**src/rtl/conv_sequencer_pkg.sv**
```systemverilog
// Shared header for the LeNet conv/FC sequencer: layer codes, window slot map
// and a counter-width helper.
package conv_sequencer_pkg;

  localparam logic [3:0] IDLE    = 4'd0;
  localparam logic [3:0] SCONV_1 = 4'd1;
  localparam logic [3:0] SCONV_2 = 4'd2;
  localparam logic [3:0] SFC_1   = 4'd3;
  localparam logic [3:0] SFC_2   = 4'd4;
  localparam logic [3:0] DONE    = 4'd5;

  localparam int MAC_NUM = 5;

  localparam int         SLOT_W      = 4;
  localparam logic [3:0] SLOT_LOAD   = 4'd0;
  localparam logic [3:0] SLOT_MAC_LO = 4'd1;
  localparam logic [3:0] SLOT_MAC_HI = 4'd5;
  localparam logic [3:0] SLOT_LAST   = 4'd9;

  // Width of a counter ranging over 0..n-1, never narrower than one bit.
  function automatic int cnt_w(input int n);
    return (n > 1) ? $clog2(n) : 1;
  endfunction

endpackage

```
**src/rtl/conv_sequencer_win_counter.sv**
```systemverilog
// Nested slot / ker_row / ich / tile counter. Terminal values arrive at run time
// so the same counter serves both conv windows and FC steps.
module win_counter #(
  parameter int SLOT_W = 4,
  parameter int ROW_W  = 3,
  parameter int ICH_W  = 3,
  parameter int TILE_W = 3
) (
  input  logic              clk,
  input  logic              rst,
  input  logic              clr,
  input  logic              en,
  input  logic              stall,
  input  logic [SLOT_W-1:0] slot_last,
  input  logic [ROW_W-1:0]  row_last,
  input  logic [ICH_W-1:0]  ich_last,
  input  logic [TILE_W-1:0] tile_last,
  output logic [SLOT_W-1:0] slot,
  output logic [ROW_W-1:0]  row,
  output logic [ICH_W-1:0]  ich,
  output logic [TILE_W-1:0] tile,
  output logic              all_end
);

  logic slot_end, row_end, ich_end, tile_end, adv;

  assign slot_end = (slot == slot_last);
  assign row_end  = (row == row_last);
  assign ich_end  = (ich == ich_last);
  assign tile_end = (tile == tile_last);
  assign all_end  = slot_end & row_end & ich_end & tile_end;
  // Saturates at the final position; the owner clears it before the next layer.
  assign adv      = en & ~stall & ~all_end;

  always_ff @(posedge clk or negedge rst) begin
    if (!rst) begin
      slot <= '0;
      row  <= '0;
      ich  <= '0;
      tile <= '0;
    end else if (clr) begin
      slot <= '0;
      row  <= '0;
      ich  <= '0;
      tile <= '0;
    end else if (adv) begin
      if (!slot_end) begin
        slot <= slot + 1'b1;
      end else begin
        slot <= '0;
        if (!row_end) begin
          row <= row + 1'b1;
        end else begin
          row <= '0;
          if (!ich_end) begin
            ich <= ich + 1'b1;
          end else begin
            ich  <= '0;
            tile <= tile + 1'b1;
          end
        end
      end
    end
  end

endmodule

```
**src/rtl/conv_sequencer.sv**
```systemverilog
// Walks the input-buffer/MAC datapath through SCONV_1, SCONV_2, SFC_1, SFC_2,
// keeping the buffer's 10-slot load counter aligned and qualifying the MACs.
module conv_sequencer
  import conv_sequencer_pkg::*;
#(
  parameter int C1_TILES  = 7,
  parameter int C1_ICH    = 1,
  parameter int C2_TILES  = 1,
  parameter int C2_ICH    = 6,
  parameter int FC1_STEPS = 5,
  parameter int FC2_STEPS = 2,
  parameter int KER       = 5
) (
  input  logic       clk,
  input  logic       rst,
  input  logic       start,
  input  logic       src_valid,
  output logic       src_ready,
  output logic       buf_en,
  output logic [3:0] cur_state,
  output logic [3:0] ker_row,
  output logic [3:0] ker_col,
  output logic       mac_valid,
  output logic       acc_clr,
  output logic       tile_done,
  output logic       busy,
  output logic       done
);

  localparam int ROW_W  = cnt_w(KER);
  localparam int ICH_W  = cnt_w((C1_ICH > C2_ICH) ? C1_ICH : C2_ICH);
  localparam int T_CONV = (C1_TILES > C2_TILES) ? C1_TILES : C2_TILES;
  localparam int T_FC   = (FC1_STEPS > FC2_STEPS) ? FC1_STEPS : FC2_STEPS;
  localparam int TILE_W = cnt_w((T_CONV > T_FC) ? T_CONV : T_FC);

  logic [3:0]        state;
  logic              tail;
  logic [SLOT_W-1:0] slot, slot_last;
  logic [ROW_W-1:0]  row, row_last;
  logic [ICH_W-1:0]  ich, ich_last;
  logic [TILE_W-1:0] tile, tile_last;
  logic              all_end, layer, conv, work, load, stall, conv_mac, fc_mac;

  assign layer = (state == SCONV_1) || (state == SCONV_2) || (state == SFC_1) || (state == SFC_2);
  assign conv  = (state == SCONV_1) || (state == SCONV_2);
  // Every layer finishes with one tail cycle; it separates the layers and carries FC tile_done.
  assign work  = layer & ~tail;
  assign load  = work & (slot == SLOT_LOAD);
  assign stall = load & ~src_valid;

  always_comb begin
    slot_last = '0;
    row_last  = '0;
    ich_last  = '0;
    tile_last = '0;
    case (state)
      SCONV_1: begin
        slot_last = SLOT_LAST;
        row_last  = ROW_W'(KER - 1);
        ich_last  = ICH_W'(C1_ICH - 1);
        tile_last = TILE_W'(C1_TILES - 1);
      end
      SCONV_2: begin
        slot_last = SLOT_LAST;
        row_last  = ROW_W'(KER - 1);
        ich_last  = ICH_W'(C2_ICH - 1);
        tile_last = TILE_W'(C2_TILES - 1);
      end
      SFC_1: begin
        slot_last = SLOT_MAC_LO;
        tile_last = TILE_W'(FC1_STEPS - 1);
      end
      SFC_2: begin
        slot_last = SLOT_MAC_LO;
        tile_last = TILE_W'(FC2_STEPS - 1);
      end
      default: ;
    endcase
  end

  win_counter #(
    .SLOT_W(SLOT_W),
    .ROW_W (ROW_W),
    .ICH_W (ICH_W),
    .TILE_W(TILE_W)
  ) u_win (
    .clk      (clk),
    .rst      (rst),
    .clr      (~work),
    .en       (work),
    .stall    (stall),
    .slot_last(slot_last),
    .row_last (row_last),
    .ich_last (ich_last),
    .tile_last(tile_last),
    .slot     (slot),
    .row      (row),
    .ich      (ich),
    .tile     (tile),
    .all_end  (all_end)
  );

  always_ff @(posedge clk or negedge rst) begin
    if (!rst) begin
      state <= IDLE;
      tail  <= 1'b0;
    end else begin
      case (state)
        IDLE: if (start) state <= SCONV_1;
        SCONV_1, SCONV_2, SFC_1, SFC_2: begin
          if (tail) begin
            tail  <= 1'b0;
            state <= state + 4'd1;
          end else if (!stall && all_end) begin
            tail <= 1'b1;
          end
        end
        DONE:    state <= IDLE;
        default: state <= IDLE;
      endcase
    end
  end

  // Only buf_en/src_ready see src_valid; MAC qualifiers decode from flops alone.
  assign conv_mac  = work & conv & (slot >= SLOT_MAC_LO) & (slot <= SLOT_MAC_HI);
  assign fc_mac    = work & ~conv & (slot == SLOT_MAC_LO);
  assign buf_en    = load ? src_valid : (work & conv);
  assign src_ready = load & src_valid;
  assign mac_valid = conv_mac | fc_mac;
  assign ker_col   = conv_mac ? (slot - SLOT_MAC_LO) : 4'd0;
  assign ker_row   = conv_mac ? 4'(row) : 4'd0;
  assign acc_clr   = (conv_mac & (slot == SLOT_MAC_LO) & (row == '0) & (ich == '0)) |
                     (fc_mac & (tile == '0));
  assign tile_done = (work & conv & (slot == (SLOT_MAC_HI + 4'd1)) & (row == row_last) &
                      (ich == ich_last)) | (layer & ~conv & tail);
  assign cur_state = layer ? state : IDLE;
  assign busy      = (state != IDLE);
  assign done      = (state == DONE);

endmodule

```
**config.mk**
```make
export PLATFORM = sky130hd
export DESIGN_NAME = conv_sequencer
export DESIGN_NICKNAME = d
export VERILOG_FILES = /design/src/rtl/conv_sequencer_pkg.sv /design/src/rtl/conv_sequencer_win_counter.sv /design/src/rtl/conv_sequencer.sv
export SDC_FILE = /design/constraint.sdc
export NUM_CORES = 1
export LEC_CHECK = 0
export BUFFER_PORTS_ARGS = -buffer_cell sky130_fd_sc_hd__buf_2
export CAP_MARGIN = 10
export CORE_MARGIN = 4
export CORE_UTILIZATION = 57
export CTS_CLUSTER_SIZE = 16
export DETAILED_ROUTE_END_ITERATION = 8
export PLACE_DENSITY = 0.8
export SYNTH_ARGS = -nofsm -noshare
export SYNTH_HDL_FRONTEND = slang
export SYNTH_HIERARCHICAL = 1
export SYNTH_SLANG_ARGS = --single-unit
```
**constraint.sdc**
```tcl
create_clock -name clk -period 3.2 [get_ports clk]
set_input_delay 0.16 -clock clk [delete_from_list [all_inputs] [get_ports clk]]
set_output_delay 0.16 -clock clk [all_outputs]
set_load 0.03 [all_outputs]
```
After elaboration in Yosys (flattened, before gate mapping)

Cells that the tools add are included.

Add/subtract/negate cells: 6
Order comparisons: 2
Reduce and logical (&&, ||, !) cells: 18
Mux-type cells: 30
Bitwise operators: 31
Equal/unequal tests: 17

Operator list:

| kind                                                | count |
|---|---|
| two-way mux 3 bit                                   | 17 |
| two-way mux 4 bit                                   | 7 |
| bitwise AND 1 bit                                   | 23 |
| one-hot mux 4 bit (2 select lines)                  | 2 |
| equality test 4 x 3 -> 1 bit, second input constant | 3 |
| inequality test 2 bit, second input constant        | 6 |
| adder 3 x 1 -> 3 bit, second input constant         | 3 |
| equality test 3 bit                                 | 3 |
| zero test 3 bit                                     | 3 |
| one-hot mux 3 bit (3 select lines)                  | 1 |
| adder 4 x 1 -> 4 bit, second input constant         | 2 |
| equality test 4 x 1 -> 1 bit, second input constant | 2 |
| equality test 4 x 2 -> 1 bit, second input constant | 2 |
| zero test 4 bit                                     | 2 |
| NOT 1 bit                                           | 5 |
| equality test 4 bit                                 | 1 |
| >= comparator 4 x 1 -> 1 bit, second input constant | 1 |
| <= comparator 4 x 3 -> 1 bit, second input constant | 1 |
| AND reduction 2 bit                                 | 2 |
| AND reduction 4 bit                                 | 1 |
| nonzero test 4 bit                                  | 1 |
| OR reduction 2 bit                                  | 2 |
| OR reduction 4 bit                                  | 1 |
| subtractor 4 x 1 -> 4 bit, second input constant    | 1 |
| 6 further kinds                                     | 12 |

Output and inout bits: 19
Logic and storage cells: 110
Register bits after elaboration: 18
Bits of input ports: 4

Longest topological paths before layout

Gate-level depths: netlist (run 1).

Depth in word-level cells: 12
Gate-level depth with buffers: 11
Depth with buffers taken out: 11

Cells and area by module

Netlist (run 1), hierarchy kept.

Modules (own cells, without submodules):

| module         | seq. area each (sq um) | area each (sq um) | cells an instance | instances |
|---|---|---|---|---|
| win_counter    | 325.3                  | 898.4             | 93                | 1 |
| conv_sequencer | 125.1                  | 699.4             | 93                | 1 |

Worst setup path before layout (run 1)

OpenSTA, ideal clock, no wires.

Path kind: register to register
From: register state[0]
To: register u_win.tile[2]
Data required time: 3,122 ps
Cell stages (with the launch flop): 12
Library setup time: 78 ps
Period minus slack after synthesis: 2,662 ps
Path buffers: 0
Data arrival time: 2,584 ps
Setup slack: 538 ps
Cell sequence: dfrtp_1 > inv_1 > ha_1 > or4_1 > and3_4 > inv_4 > nor2_1 > nand2b_1 > nor4_1 > nand4b_2 > or3_1 > a21oi_1

Longest elaborated chain between the ends: 12
Elaborated cells on any way between the ends: 33
Those cells by class: eq/ne: 12; mux: 5; bitwise: 10; reduce/logical: 6

RTL lines:

| item                                                                                | line                             | source |
|---|---|---|
| start, declared                                                                     | conv_sequencer.sv:36             | `logic [3:0] state;` |
| start signal, assigned                                                              | conv_sequencer.sv:113            | `state <= state + 4'd1;` |
| equality test 4 x 1 -> 1 bit / equality test 4 x 2 -> 1 bit (equally long branches) | conv_sequencer.sv:44             | `assign layer = (state == SCONV_1) \|\| (state == SCONV_2) \|\| (state == SFC_1) \|\| (state == SFC_2);` |
| logical OR 1 bit (2 in series)                                                      | conv_sequencer.sv:44             |  |
| logical OR 1 bit *                                                                  | conv_sequencer.sv:44             |  |
| bitwise AND 1 bit *                                                                 | conv_sequencer.sv:47             | `assign work = layer & ~tail;` |
| net work                                                                            | conv_sequencer.sv:42             | `logic all_end, layer, conv, work, load, stall, conv_mac, fc_mac;` |
| bitwise AND 1 bit *                                                                 | conv_sequencer.sv:48             | `assign load = work & (slot == SLOT_LOAD);` |
| bitwise AND 1 bit *                                                                 | conv_sequencer.sv:49             | `assign stall = load & ~src_valid;` |
| net stall                                                                           | conv_sequencer.sv:42             |  |
| NOT 1 bit *                                                                         | conv_sequencer_win_counter.sv:33 | `assign adv = en & ~stall & ~all_end;` |
| bitwise AND 1 bit * (2 in series)                                                   | conv_sequencer_win_counter.sv:33 |  |
| inequality test 2 bit (no line) *                                                   | n/a                              |  |
| AND reduction 4 bit (no line) *                                                     | n/a                              |  |
| end signal, assigned                                                                | conv_sequencer_win_counter.sv:59 | `tile <= tile + 1'b1;` |
| end, declared                                                                       | conv_sequencer_win_counter.sv:21 | `output logic [TILE_W-1:0] tile,` |

Mark *: on every way through the listed nets, which the timed path passes. The rest lies on a longest branch.
A chain may end at the register's enable or synchronous reset.

Final worst setup path (run 1)

From: register state[0]
To: register u_win.row[2]

Elaborated cells on any way between the ends: 34
Those cells by class: eq/ne: 10; mux: 8; bitwise: 10; reduce/logical: 6

RTL lines:

| item                                                 | line                             | source |
|---|---|---|
| equality test 4 x 2 -> 1 bit (tied with other cells) | conv_sequencer.sv:56             | `case (state)` |
| OR reduction 2 bit (no line)                         | n/a                              |  |
| one-hot mux 4 bit (2 select lines) *                 | conv_sequencer.sv:56             |  |
| net slot_last[0]                                     | conv_sequencer.sv:38             | `logic [SLOT_W-1:0] slot, slot_last;` |
| equality test 4 bit *                                | conv_sequencer_win_counter.sv:27 | `assign slot_end = (slot == slot_last);` |
| bitwise AND 1 bit (3 in series)                      | conv_sequencer_win_counter.sv:31 | `assign all_end = slot_end & row_end & ich_end & tile_end;` |
| NOT 1 bit                                            | conv_sequencer_win_counter.sv:33 |  |
| bitwise AND 1 bit                                    | conv_sequencer_win_counter.sv:33 |  |
| inequality test 2 bit (no line)                      | n/a                              |  |
| AND reduction 2 bit (no line) *                      | n/a                              |  |
| end signal, assigned                                 | conv_sequencer_win_counter.sv:52 | `row <= row + 1'b1;` |
| end, declared                                        | conv_sequencer_win_counter.sv:19 | `output logic [ROW_W-1:0] row,` |

Mark *: on every way through the listed nets, which the timed path passes. The rest lies on a longest branch. The select of a mux whose other input is x is not followed.

==> reports/summary.md, run 1 <==
The flow ran to the end, and the final reports show no timing, DRC or antenna violations. The launch point of the worst reg-to-reg path is state[0]. Slowest library cell on the worst path: or4b_1. The count of endpoints failing hold in the final timing report came out at 0. After clock tree synthesis, the clock-pin slew on the worst setup and hold paths is 0.11 ns. For this design the total switching power over the nets is 0.694 mW.

Cell type with the largest total area after synthesis: dfrtp_1. The number of top-level design ports is 23. The run gives 1 as the total number of H-tree levels. The Yosys step of the flow raised 6 warnings.

The total negative slack was 0 ns. The number of pins with negative max-slew slack in the final report came out at 0. The floorplan step defined a die boundary enclosing 3710 sq um. The register-to-register setup slack was 0.21 ns. The fraction of synthesis flops using an asynchronous set or reset pin was 1.00; the final standard cell count with taps included and fillers excluded was 242. The logs give 0.688 for the final core area utilization and 237 for the cell total after placement. The proportion of power drawn by flip-flops and latches is 0.238.

Counting stages on the worst path, the most repeated cell is inv_1. For the combinational share of power, the log shows 0.650. Detailed placement finished with a half-perimeter wire length of 2850 microns. Number of max-capacitance violations reported: 0. The die is 60.9 microns tall.

In this run the worst path has a maximum fanout of 7. The number of antenna violations at the first check in global routing is 0. In this run, synthesis produced a sequential element count of 18.

Via count: 1456. Counting along the longest clock path gives a buffer depth of 2. The signal on the critical path passes through inv_1, ha_1, nor4_1, or3_1, inv_1, xnor2_1, and4_1, nand2_4, or4b_1, a31oi_1.

Number of placement rows: 18. The run gives 0.112 as the clock network fraction of total power. After detailed routing, the number of vias per cell comes to 6.02. The fraction of final layout cells sized beyond drive strength 1 works out to 0.179. Setup repair after global routing left no endpoint under its margin. The dominant synthesized flop cell is dfrtp_1.

TritonCTS built the clock tree. Entering global routing, the biggest net connects 19 pins. The wire length of the first global-routing pass was 6000 microns; the proportion of total power due to net switching was 0.537. The endpoint required time on the critical path came out at 3.43 ns.

The area fraction of the dominant cell type after synthesis was 0.282. The critical path in this run is classified as flip-flop to flip-flop. STA classifies the critical path startpoint as a flip-flop.

Yosys mapped a number of flops with a built-in enable equal to 0. Internal power consumption: 0.599 mW. Clock tree synthesis inserted a total of 3 buffers. The insertion delay of the later-clocked pin in the worst-skew pair came out at 0.30 ns. Hold path depth: 3. In this run the mean area of a mapped cell was 8.59 sq um.

The count of buffers from port buffering is 20, and the sequential area share after synthesis is 0.282. The global route total overflow was 0; the maximum cell stage delay along the critical path was 0.47 ns. Synthesis produced 186 cells. Power spread over the standard cell area amounts to 733 nW/um^2. Summed over all layers, the routed wires come to 3800 microns. At the worst endpoint, the arrival time is 3.22 ns.

The number of antenna cells inserted was 0. The region available for standard cell placement spans 2570 sq um. The final worst-path cycle share came out at 0.935. For this design, the sink count on the clock tree is 18. Relative to the synthesized area, the layout overhead comes to 10.5%. The min-delay analysis places its worst path in the category input pin to flip-flop.

Yosys attributes the largest share of cell area to dfrtp_1, ha_1, xnor2_1. The run gives 0.622 as the starting density of the core. The kind of cell adding the most delay to the critical path was simple AND/OR/NAND/NOR gates. With fillers left out, the area of the finished cells amounts to 1770 sq um.

In the layout the commonest cells are nor2_1, buf_2, dfrtp_1. IR analysis of the VDD net gives a maximum drop of 614 uV. The logs give 0 for the final setup violation count and 0 for the DRC violations left.

For the cell area after synthesis, the log shows 1600 sq um. The logs give 0 for the post-route antenna net violation count and 1720 sq um for the post-placement cell area. For the achievable clock frequency, the log shows 334 MHz. STA classifies the critical path endpoint as a flip-flop.

For this run, the post-layout net count is 229. For the worst flop-to-flop path, the logic depth is 10. The startpoint identified for the worst hold timing path is start.

The library cell used most frequently in the layout, excluding fill and tap cells, is nor2_1. Die boundary width: 60.9 microns. The tools report the end of the worst register-to-register path as u_win/row[2]. The first TritonRoute pass finished after 4 iterations. Count of filler cells inserted in the layout: 214. The tools report the quantity of hold-fixing buffers added after cts as 1. At the end of routability-driven placement, the weighted congestion stood at 0.909. Counting I/O delays and the setup requirement, the final critical path takes 2.99 ns. CTS root buffer: clkbuf_4. Dividing the detail-routed wire length by the instance count gives 15.7 microns.

The run gives 0.00618 ns as the clock skew after layout. The number of DRC violations after detailed-routing iteration 0 is 87, and the number of buffers and inverters on the critical path is 2. The via count of the first global-routing pass was 1331; the number of post-CTS setup repair buffers was 0.

Gates resized during post-CTS repair numbered 0. The total track usage was 0.216. The tools report the number of different library cells in the post-synthesis netlist as 52. For this design the static power due to leakage is 0.835 nW. Endpoint of the worst hold-timing path: state[3].
cells in the mapped netlist, drive strengths merged, types with 2 or more instances:
| cell | instances |
|---|---|
| and2 | 3 |
| nand2 | 8 |
| buf | 6 |
| a31oi | 2 |
| xor2 | 4 |
| and3 | 2 |
| inv | 13 |
| nand3 | 7 |
| nor4 | 6 |
| and4 | 2 |
| nor2 | 23 |
| or4 | 4 |
| or3 | 4 |
| nor2b | 3 |
| o21ai | 12 |
| mux2i | 2 |
| nor3 | 4 |
| ha | 12 |
| nand2b | 2 |
| dfrtp | 18 |
| and3b | 3 |
| nand3b | 3 |
| xnor2 | 11 |
| a21oi | 11 |
| nand4 | 4 |
registers in the layout, indices dropped and copies added, names as in the netlist:
signal      cells
u_win/tile      3
u_win/slot      4
state           4
tail            1
u_win/row       3
u_win/ich       3
per-stage QoR:
step | worst slack [ns] | power (mW) | hold WS [ns]
2_1_floorplan | 0.538 | 0.947 | -0.136
3_3_place_gp | 0.382 | 1.10 | 0.118
3_5_place_dp | 0.310 | 1.13 | 0.123
4_1_cts | 0.279 | 1.28 | 0.181
5_1_grt | 0.0545 | 1.37 | 0.211
6_report | 0.208 | 1.29 | 0.183
worst max path at each step:
stage	startpoint	to	slack [ns]	cells past startpoint
detailed placement	state[0]	u_win/tile[2]	0.31	11
global route	state[0]	u_win/tile[2]	0.05	11
global placement	state[0]	u_win/tile[2]	0.38	11
CTS	state[0]	u_win/tile[2]	0.28	11
floorplan	state[0]	u_win/tile[2]	0.54	11
finish	state[0]	u_win/row[2]	0.21	10
power by group through the flow:
stage,combinational (mW),sequential [mW],clock [mW]
after floorplan,0.649,0.297,0
after global placement,0.792,0.309,0
after detailed placement,0.821,0.312,0
after CTS,0.829,0.308,0.148
after global routing,0.901,0.313,0.154
final,0.841,0.307,0.146
final cells by class:
type                    instances  area, sq um  area share
repair buffers                 23          125      0.0709
multi-input cells             154         1060       0.603
well taps                      30         37.5      0.0213
flip-flops and latches         18          450       0.255
inverters                      13         51.3      0.0291
clock buffers                   4         36.3      0.0206
cells by family after synthesis:
kind of cell / Yosys count / synth area share
AOI/OAI and AO/OA: 36 / 0.138
xor gates and xnor gates: 15 / 0.0822
adders and majority gates: 12 / 0.0940
buffers and inverters: 20 / 0.0658
DFF: 18 / 0.282
muxes: 3 / 0.0196
other: 1 / 0.00235
and+or+nand+nor: 81 / 0.316
per-layer routing:
layer	track usage	part of all wire
met5	0	0
met4	0.0464	0.0092
met3	0.0340	0.054
met2	0.368	0.49
met1	0.288	0.44
worst reg2reg max path: cells and delay by family, from the launching register on:
kind | cells | cell delay, ns
simple gates | 5 | 1.48
fa+ha+maj | 1 | 0.30
buf+inv | 2 | 0.33
flops | 1 | 0.45
compound gates | 1 | 0.19
xor+xnor | 1 | 0.17
(Power assumes the default switching activity.)
==> run 2, diff against run 1 <==
--- a/config.mk
+++ b/config.mk
@@ -8,10 +8,10 @@
 export BUFFER_PORTS_ARGS = -buffer_cell sky130_fd_sc_hd__buf_2
 export CAP_MARGIN = 10
 export CORE_MARGIN = 4
-export CORE_UTILIZATION = 57
+export CORE_UTILIZATION = 58
 export CTS_CLUSTER_SIZE = 16
 export DETAILED_ROUTE_END_ITERATION = 8
-export PLACE_DENSITY = 0.8
+export PLACE_DENSITY = 0.81
 export SYNTH_ARGS = -nofsm -noshare
 export SYNTH_HDL_FRONTEND = slang
 export SYNTH_HIERARCHICAL = 1
==> constraint.sdc (replaced) <==
create_clock -name clk -period 3.6 [get_ports clk]
set_input_delay 0.18 -clock clk [delete_from_list [all_inputs] [get_ports clk]]
set_output_delay 0.18 -clock clk [all_outputs]
set_load 0.03 [all_outputs]
==> run 2 against run 1 <==
  * Maximum frequency is 3.4% lower
  * Largest cell class unchanged
  * First-iteration DRC count is 26% higher
  * Highest routed layer unchanged
  * Clock skew increased by 0.014 ns
  * Final cell count decreased by 0.83%
  * Routed wire length is 0.50% higher
  * Critical path type unchanged
  * Critical path depth increased by 1
==> reports/summary.md, run 2 (synthesized netlist as in run 1, its figures left out) <==
The via count is 1496 (was 1456). The slowest library cell on the worst path was or4_1 (was or4b_1). The run gives 0 (unchanged) as the number of antenna cells inserted.

The tools report the headroom to the max-slew limit as 0.597. The die span in y is 60.5 microns (was 60.9 microns), and the clock skew after layout is 0.0201 ns (was 0.00618 ns). The via count of the first global-routing pass came out at 1455 (was 1331).

CP cell instances: inv_1, ha_1, or4_1, and3_4, inv_4, nor2_1, nand2b_1, nor4_1, nand4b_2, or3_1, a21oi_1 (was inv_1, ha_1, nor4_1, or3_1, inv_1, xnor2_1, and4_1, nand2_4, or4b_1, a31oi_1). The pin count of the biggest net entering global routing is 20 (was 19). The cell leakage power was 0.826 nW (was 0.835 nW); the count of filler cells inserted in the layout was 216 (was 214). The first-pass detailed-route iteration total came out at 4 (unchanged). The total area of multi-input combinational cells came out at 1060 sq um (unchanged). The sequential standard cell area came out at 450 sq um (unchanged).

The run gives 0 (unchanged) as the count of endpoints failing hold in the final timing report. Kind of capture point of the worst setup path: a flip-flop (unchanged). Hold path depth: 3 (unchanged). Registers with the highest flip-flop counts: state: 4 flops, u_win/slot: 4 flops (unchanged). The endpoint required time on the critical path was 3.84 ns (was 3.43 ns); the logic depth of the worst register-to-register path was 11 (was 10). For the achievable clock frequency, the log shows 323 MHz (was 334 MHz). Total negative slack: 0 ns (unchanged).

The final setup violation count was 0 (unchanged). For the pin with the worst max-slew slack, the measured transition is 0.603 ns. The wire length of the first global-routing pass came out at 6270 microns (was 6000 microns).

Average vias per placed instance: 6.23 (was 6.02). The final wirelength was 3820 microns (was 3800 microns); the fraction of final layout cells sized beyond drive strength 1 was 0.171 (was 0.179). The DRC violations left came out at 0 (unchanged).

The number of antenna violations at the first check in global routing was 0 (unchanged). The run gives 3660 sq um (was 3710 sq um) as the full die area. The global route total overflow was 0 (unchanged). The average routed wire per standard cell is 15.9 microns (was 15.7 microns).

The signed area change from the synthesized netlist to the final layout works out to 9.55% (was 10.5%). The tools report the CTS root buffer as clkbuf_4 (unchanged). The worst setup path category is flip-flop to flip-flop (unchanged). The tools report the number of top-level design ports as 23 (unchanged). The post-route antenna net violation count came out at 0 (unchanged). For the number of post-CTS setup repair buffers, the log shows 0 (unchanged). Most used cells in the layout excluding fill and tap cells: nor2_1, buf_2, dfrtp_1 (unchanged). Register clock-pin slew on the reported worst setup and hold paths: 0.13 ns (was 0.11 ns). The run finished with clean final reports. The total power of the final layout is 1.13 mW (was 1.29 mW).

The count of buffers from port buffering was 20 (unchanged); the cell total after placement was 235 (was 237). The run gives 0.628 (was 0.622) as the starting density of the core. The die boundary width came out at 60.5 microns (was 60.9 microns). The biggest fanout along the worst timing path was 19 (was 7).

Most common library cell in the layout ignoring fill and taps: nor2_1 (unchanged). The tools report the clock sink total as 18 (unchanged). The final standard cell count with taps included and fillers excluded was 240 (was 242). The kind of start point of the critical path is a flip-flop (unchanged). The final core area utilization is 0.688 (about the same), and the number of nets in the final layout is 227 (was 229).

The quantity of hold-fixing buffers added after cts was 1 (unchanged); the insertion delay of the later-clocked pin in the worst-skew pair was 0.31 ns (was 0.30 ns). The number of DRC violations after detailed-routing iteration 0 came out at 110 (was 87). The tools report the number of max-capacitance violations reported as 0 (unchanged). The run gives 2 (unchanged) as the maximum count of clock buffers along a single path. The final worst-path cycle share came out at 0.860 (was 0.935). The arrival time at the worst endpoint is 3.33 ns (was 3.22 ns). The maximum cell stage delay along the critical path works out to 0.52 ns (was 0.47 ns). Number of pins with negative max-slew slack in the final report: 0 (unchanged).

Type of the tightest min-delay check: input pin to flip-flop (unchanged). Number of placement rows: 18 (unchanged). The post-CTS resize count was 0 (unchanged).

The worst slack on hold paths came out at 0.192 ns (was 0.183 ns). The maximum vdd drop is 456 uV (was 614 uV), and the final critical delay including setup and external delays is 3.10 ns (was 2.99 ns). The tools report the number of clock buffers inserted by TritonCTS as 3 (unchanged). For the global placer's final weighted congestion, the log shows 0.857 (was 0.909). Setup repair after global routing left no endpoint under its margin. The core outline area came out at 2540 sq um (was 2570 sq um). The total number of H-tree levels was 1 (unchanged). The total track usage is 0.221 (was 0.216).

TritonCTS built the clock tree. The half-perimeter wire length after placement is 2870 microns (was 2850 microns), and the power per cell area is 648 nW/um^2 (was 733 nW/um^2).
[run 2: cell type report]
type / instances / share of cell area
well taps: 30 / 0.0214
multi-input cells: 154 / 0.608
flip-flops and latches: 18 / 0.257
repair buffers: 21 / 0.0629
inverters: 13 / 0.0293
clock buffers: 4 / 0.0207
[run 2: metal layers]
layer | vias to the layer above | GRT usage | share of wire
met3 | 2 | 0.0277 | 0.073
met2 | 64 | 0.380 | 0.49
met4 | 0 | 0.0495 | 0.0029
met1 | 723 | 0.299 | 0.43
met5 | - | 0 | 0
li1 | 707 | - | -
[run 2: metrics by stage]
step	setup WS [ns]	cell area (sq um)
detailed placement	0.554	1700
global placement	0.691	1700
global route	0.330	1750
floorplan	0.938	1620
finish	0.503	1750
CTS	0.541	1750
[run 2: worst paths after layout]
kind	slack [ns]	start	endpoint
min in group asynchronous	0.33	rst	state[3]
max in group asynchronous	2.95	rst	u_win/row[1]
worst min register to register	0.63	u_win/tile[1]	u_win/tile[1]
worst max register to register	0.50	state[0]	u_win/tile[2]
worst max-delay path	0.50	state[0]	u_win/tile[2]
worst min-delay path	0.19	start	state[3]
[run 2: report_power, final]
part,internal (mW),switching (mW),leakage (nW)
Combinational,0.241,0.492,0.557
Sequential,0.223,0.0486,0.248
Clock,0.0617,0.0694,0.0210
[run 2: worst max-delay path: cells and delay by family, from the launching register on]
family | cells | cell delay [ns]
simple gates | 7 | 1.87
flops | 1 | 0.44
fa+ha+maj | 1 | 0.28
buf+inv | 2 | 0.27
compound gates | 1 | 0.17
